[src/rtl/cpu_pkg.sv]
// cpu_pkg: shared CPU constants for the fetch stage and instruction memory
package cpu_pkg;
  localparam int          INS_W     = 32;
  localparam logic [31:0] NOP_INS   = 32'h0;
  localparam logic [31:0] RESET_PC  = 32'h0;
  localparam int          ROM_DEPTH = 82;
endpackage

[src/rtl/pc_unit.sv]
// pc_unit: program counter with sequential wrap, redirect range check and sticky fault
module pc_unit #(
  parameter logic [31:0] RESET_PC  = cpu_pkg::RESET_PC,
  parameter int          ROM_DEPTH = cpu_pkg::ROM_DEPTH
) (
  input  logic        clk,
  input  logic        rst,
  input  logic        stall,
  input  logic        redirect,
  input  logic [31:0] redirect_pc,
  output logic [31:0] pc,
  output logic        fault
);
  localparam logic [31:0] LAST = 32'(ROM_DEPTH - 1);
  logic oob;
  logic [31:0] seq_pc;
  assign oob    = redirect_pc > LAST;
  assign seq_pc = (pc == LAST) ? 32'h0 : pc + 32'h1;
  always_ff @(posedge clk or posedge rst)
    if (rst) begin
      pc    <= RESET_PC;
      fault <= 1'b0;
    end else if (redirect) begin
      pc    <= oob ? 32'h0 : redirect_pc;
      fault <= fault | oob;
    end else if (!stall) begin
      pc    <= seq_pc;
    end
endmodule

[src/rtl/fetch_stage.sv]
// fetch_stage: PC drive to instruction ROM, IF/ID pipeline register and delivered-instruction counter
module fetch_stage #(
  parameter logic [31:0] RESET_PC  = cpu_pkg::RESET_PC,
  parameter int          ROM_DEPTH = cpu_pkg::ROM_DEPTH
) (
  input  logic                      clk,
  input  logic                      rst,
  input  logic                      Stall,
  input  logic                      Redirect,
  input  logic [31:0]               RedirectPc,
  input  logic [cpu_pkg::INS_W-1:0] InsIn,
  output logic [31:0]               PcOut,
  output logic [cpu_pkg::INS_W-1:0] IfIdIns,
  output logic [31:0]               IfIdPc,
  output logic [31:0]               IfIdPcPlus1,
  output logic                      IfIdValid,
  output logic                      FetchFault,
  output logic [31:0]               FetchCount
);
  import cpu_pkg::*;
  logic [31:0] pc;
  pc_unit #(.RESET_PC(RESET_PC), .ROM_DEPTH(ROM_DEPTH)) u_pc (
    .clk(clk), .rst(rst), .stall(Stall), .redirect(Redirect),
    .redirect_pc(RedirectPc), .pc(pc), .fault(FetchFault)
  );
  assign PcOut = pc;
  // a redirect squashes the word in flight but keeps the last real PC pair for debug
  always_ff @(posedge clk or posedge rst)
    if (rst) begin
      IfIdIns     <= NOP_INS;
      IfIdPc      <= 32'h0;
      IfIdPcPlus1 <= 32'h0;
      IfIdValid   <= 1'b0;
      FetchCount  <= 32'h0;
    end else if (Redirect) begin
      IfIdIns     <= NOP_INS;
      IfIdValid   <= 1'b0;
    end else if (!Stall) begin
      IfIdIns     <= InsIn;
      IfIdPc      <= pc;
      IfIdPcPlus1 <= pc + 32'h1;
      IfIdValid   <= 1'b1;
      FetchCount  <= (&FetchCount) ? FetchCount : FetchCount + 32'h1;
    end
endmodule

[config.mk]
export PLATFORM = sky130hd
export DESIGN_NAME = fetch_stage
export DESIGN_NICKNAME = d
export VERILOG_FILES = /design/src/rtl/cpu_pkg.sv /design/src/rtl/pc_unit.sv /design/src/rtl/fetch_stage.sv
export SDC_FILE = /design/constraint.sdc
export NUM_CORES = 1
export LEC_CHECK = 0
export ABC_AREA = 1
export BUFFER_PORTS_ARGS = -buffer_cell sky130_fd_sc_hd__buf_2
export CAP_MARGIN = 25
export CORE_MARGIN = 10
export CORE_UTILIZATION = 52
export DETAILED_ROUTE_END_ITERATION = 16
export PLACE_DENSITY = 0.8
export SETUP_SLACK_MARGIN = 0.4
export SLEW_MARGIN = 25
export SYNTH_ARGS = -nofsm -noshare
export SYNTH_HDL_FRONTEND = slang
export SYNTH_SLANG_ARGS = --single-unit
[constraint.sdc]
create_clock -name clk -period 6.7 [get_ports clk]
set_input_delay 0.67 -clock clk [delete_from_list [all_inputs] [get_ports clk]]
set_output_delay 0.67 -clock clk [all_outputs]
set_load 0.01 [all_outputs]
==> impl_metrics.json <==
{
  "worst_pin_slew_ns": 0.8527,
  "drtIter0Drc": 642,
  "gp_congestion": 0.9527,
  "dp.cells": 1415,
  "synthArstFlopShare_pct": 100.0,
  "cts.clk_slew.worst_paths_ns": 0.06,
  "final_util_pct": 64.73,
  "ys_seq_area_share_pct": 51.07,
  "setup_tns_ns": 0,
  "synthToLayoutAreaGrowth_pct": 23.06,
  "nets": 1317,
  "io_pins": 230,
  "dieArea_mm2": 0.02061,
  "synth_edf_count": 0,
  "path_max_fanout": 78,
  "syn_nets": 1100,
  "ant_nets": 0,
  "yosys_warnings": 0,
  "n_antenna_cell": 0,
  "root_buffer": "clkbuf_16",
  "final.setup.worst_slack_ns": 3.979,
  "ff2ff_path_depth": 10,
  "cts_made_buffers": 17,
  "max_slew_margin_pct": 43.15,
  "htree_levels": 4,
  "grt_pass1_vias": 7219,
  "synth_area_mm2": 0.007938,
  "syn_avg_cell_area_um2": 7.714,
  "drt-total-wl_um": 23740,
  "status": "finished clean",
  "finalHoldViolations": 0,
  "finalPower_mw": 2.165,
  "ff2ff_setup_slack_ns": 4.09,
  "postCtsSetupRepairBufs": 0,
  "max_freq_ghz": 0.3675,
  "p_per_area_mw_per_mm2": 221.7,
  "hold_class": "input port to asynchronous set/reset pin",
  "track_usage_pct": 23.04,
  "place_ws_ns": 3.580,
  "skew_ns": 0.005756,
  "hold_buffers": 0,
  "crit_type": "input port to flip-flop",
  "core_mm2": 0.01509,
  "cts_resized": 0,
  "via_per_inst": 5.294,
  "chipWidth_um": 143.6,
  "clock_sinks": 162,
  "cts_tree": "done",
  "r2r_start": "FetchCount[0]$_DFFE_PP0P_",
  "port_buffers": 229,
  "vias": 7660,
  "worstSetupStartpointType": "input port",
  "rows": 45,
  "post_drt_wl_per_cell_um": 16.40,
  "ys_types": 32,
  "finalSetupViolations": 0,
  "holdWs_ns": 0.3880,
  "rsz0062_at_grt": "no",
  "layout_min_cycle_time_ns": 2.721,
  "drc": 0,
  "critical_path.endpoint_type": "flip-flop",
  "clk_path_buf_depth": 2,
  "critPathArrivalTime_ns": 3.08,
  "worstPathRequired_ns": 7.06,
  "ys.flop_type": "dfrtp_1",
  "vdd_drop_max_mv": 0.1862,
  "fin_area_mm2": 0.009768,
  "instances_no_fill": 1447,
  "start_util_pct": 52.60,
  "drive_gt1_share_pct": 22.48,
  "fin_crit_sh_pct": 40.61,
  "die_h_um": 143.6,
  "dr.pass1.iters": 6,
  "cap_violations": 0,
  "antenna_found_initial": 0,
  "hpwl_um": 17550,
  "r2r-end": "FetchCount[24]$_DFFE_PP0P_",
  "synth-seq-cells": 162,
  "report.final.slew_viol_count": 0,
  "grt_pass1_wl_um": 37900,
  "place_area_mm2": 0.009179,
  "grt_max_degree": 88,
  "synthCells": 1029,
  "clk_latency_ns": 0.42,
  "p_leak_nw": 5.420,
  "grt_overflow": 0
}
## logic make-up after synthesis
family / Yosys count / synth area share, %
compound gates: 72 / 6.163
buf+inv: 77 / 4.287
simple gates: 693 / 35.58
xor+xnor: 22 / 2.427
flops: 162 / 51.07
fa+ha+maj: 3 / 0.4729
## metal layers
layer | track usage (%) | vias to the layer above | share of wire (%)
met5 | 0 | - | 0
met4 | 6.663 | 0 | 1.5
met3 | 6.766 | 29 | 9.8
met2 | 35.60 | 345 | 46
met1 | 30.75 | 3595 | 43
li1 | - | 3691 | -
## worst max-delay path by stage
stage / slack (ns) / start / to
6_report: 3.98 / Redirect / FetchCount[22]$_DFFE_PP0P_
5_1_grt: 3.79 / Redirect / FetchCount[18]$_DFFE_PP0P_
4_1_cts: 4.01 / Redirect / FetchCount[17]$_DFFE_PP0P_
3_5_place_dp: 3.58 / Redirect / FetchCount[4]$_DFFE_PP0P_
3_3_place_gp: 3.69 / Redirect / FetchCount[13]$_DFFE_PP0P_
2_1_floorplan: 1.65 / rst / FetchCount[0]$_DFFE_PP0P_
## registers in the layout (all words and copies together) (netlist names)
signal and count:
FetchCount 32, IfIdIns 32, IfIdPc 32, IfIdPcPlus1 32
IfIdValid 1, u_pc.fault 1, u_pc.pc 32
## cell usage in the layout, fill, tap and decap left out, types with 2 or more instances in the layout
cell type | synthesis | routed
buf_4 | 1 | 3
inv_6 | 0 | 7
nor3b_1 | 2 | 2
buf_2 | 11 | 229
dfrtp_1 | 162 | 162
nand3b_1 | 23 | 23
clkbuf_8 | 0 | 3
clkbuf_16 | 0 | 17
nor2_2 | 3 | 3
a22o_1 | 33 | 33
inv_1 | 39 | 38
a21oi_1 | 2 | 2
nor2_4 | 3 | 4
nand3_2 | 3 | 3
clkinvlp_4 | 0 | 3
ha_1 | 3 | 3
nand2_1 | 486 | 486
nand3_1 | 31 | 31
xnor2_1 | 11 | 11
nand2_2 | 2 | 2
xor2_1 | 11 | 11
o21ai_1 | 2 | 2
nor2_1 | 127 | 126
nand4_1 | 10 | 10
o21ai_0 | 33 | 33
inv_2 | 2 | 3
## synthesized netlist by cell type (2+ instances only)
| library cell | instances | area share, % |
|---|---|---|
| xnor2_1 | 11 | 1.2 |
| a22o_1 | 33 | 3.6 |
| nand3_2 | 3 | 0.38 |
| nor2_1 | 127 | 6.0 |
| dfrtp_1 | 162 | 51 |
| buf_1 | 5 | 0.24 |
| o21ai_0 | 33 | 2.1 |
| o21ai_1 | 2 | 0.13 |
| nand3b_1 | 23 | 2.2 |
| xor2_1 | 11 | 1.2 |
| buf_2 | 11 | 0.69 |
| inv_2 | 2 | 0.095 |
| a21oi_1 | 2 | 0.13 |
| nand2_2 | 2 | 0.16 |
| nor3b_1 | 2 | 0.19 |
| clkbuf_1 | 14 | 0.66 |
| nand2_1 | 486 | 23 |
| nand4_1 | 10 | 0.79 |
| nand3_1 | 31 | 2.0 |
| ha_1 | 3 | 0.47 |
| nor2_2 | 3 | 0.24 |
| buf_6 | 3 | 0.43 |
| nor2_4 | 3 | 0.43 |
| inv_1 | 39 | 1.8 |
## where the power goes
part | switching, mW | leakage [nW] | internal [mW]
registers | 0.0282 | 2.22 | 1.00
clock network | 0.418 | 0.281 | 0.549
logic | 0.104 | 2.92 | 0.0617
## worst max-delay path, stage by stage
cell and delay (ns):
buf_2 0.17, nor2_4 0.11, buf_4 0.65, nand2_2 0.63, inv_2 0.58, nand2_1 0.11
nand2_1 0.08
## final cells by class
cell class	instances	area, um^2
fill	1334	5321
sequential	162	4054
multi-input combinational	790	3551
timing repair buffer	233	1180
clock buffer	20	466.7
tap	188	235.2
inverter	42	162.7
clock inverter	12	118.9
(Power assumes the default switching activity.)
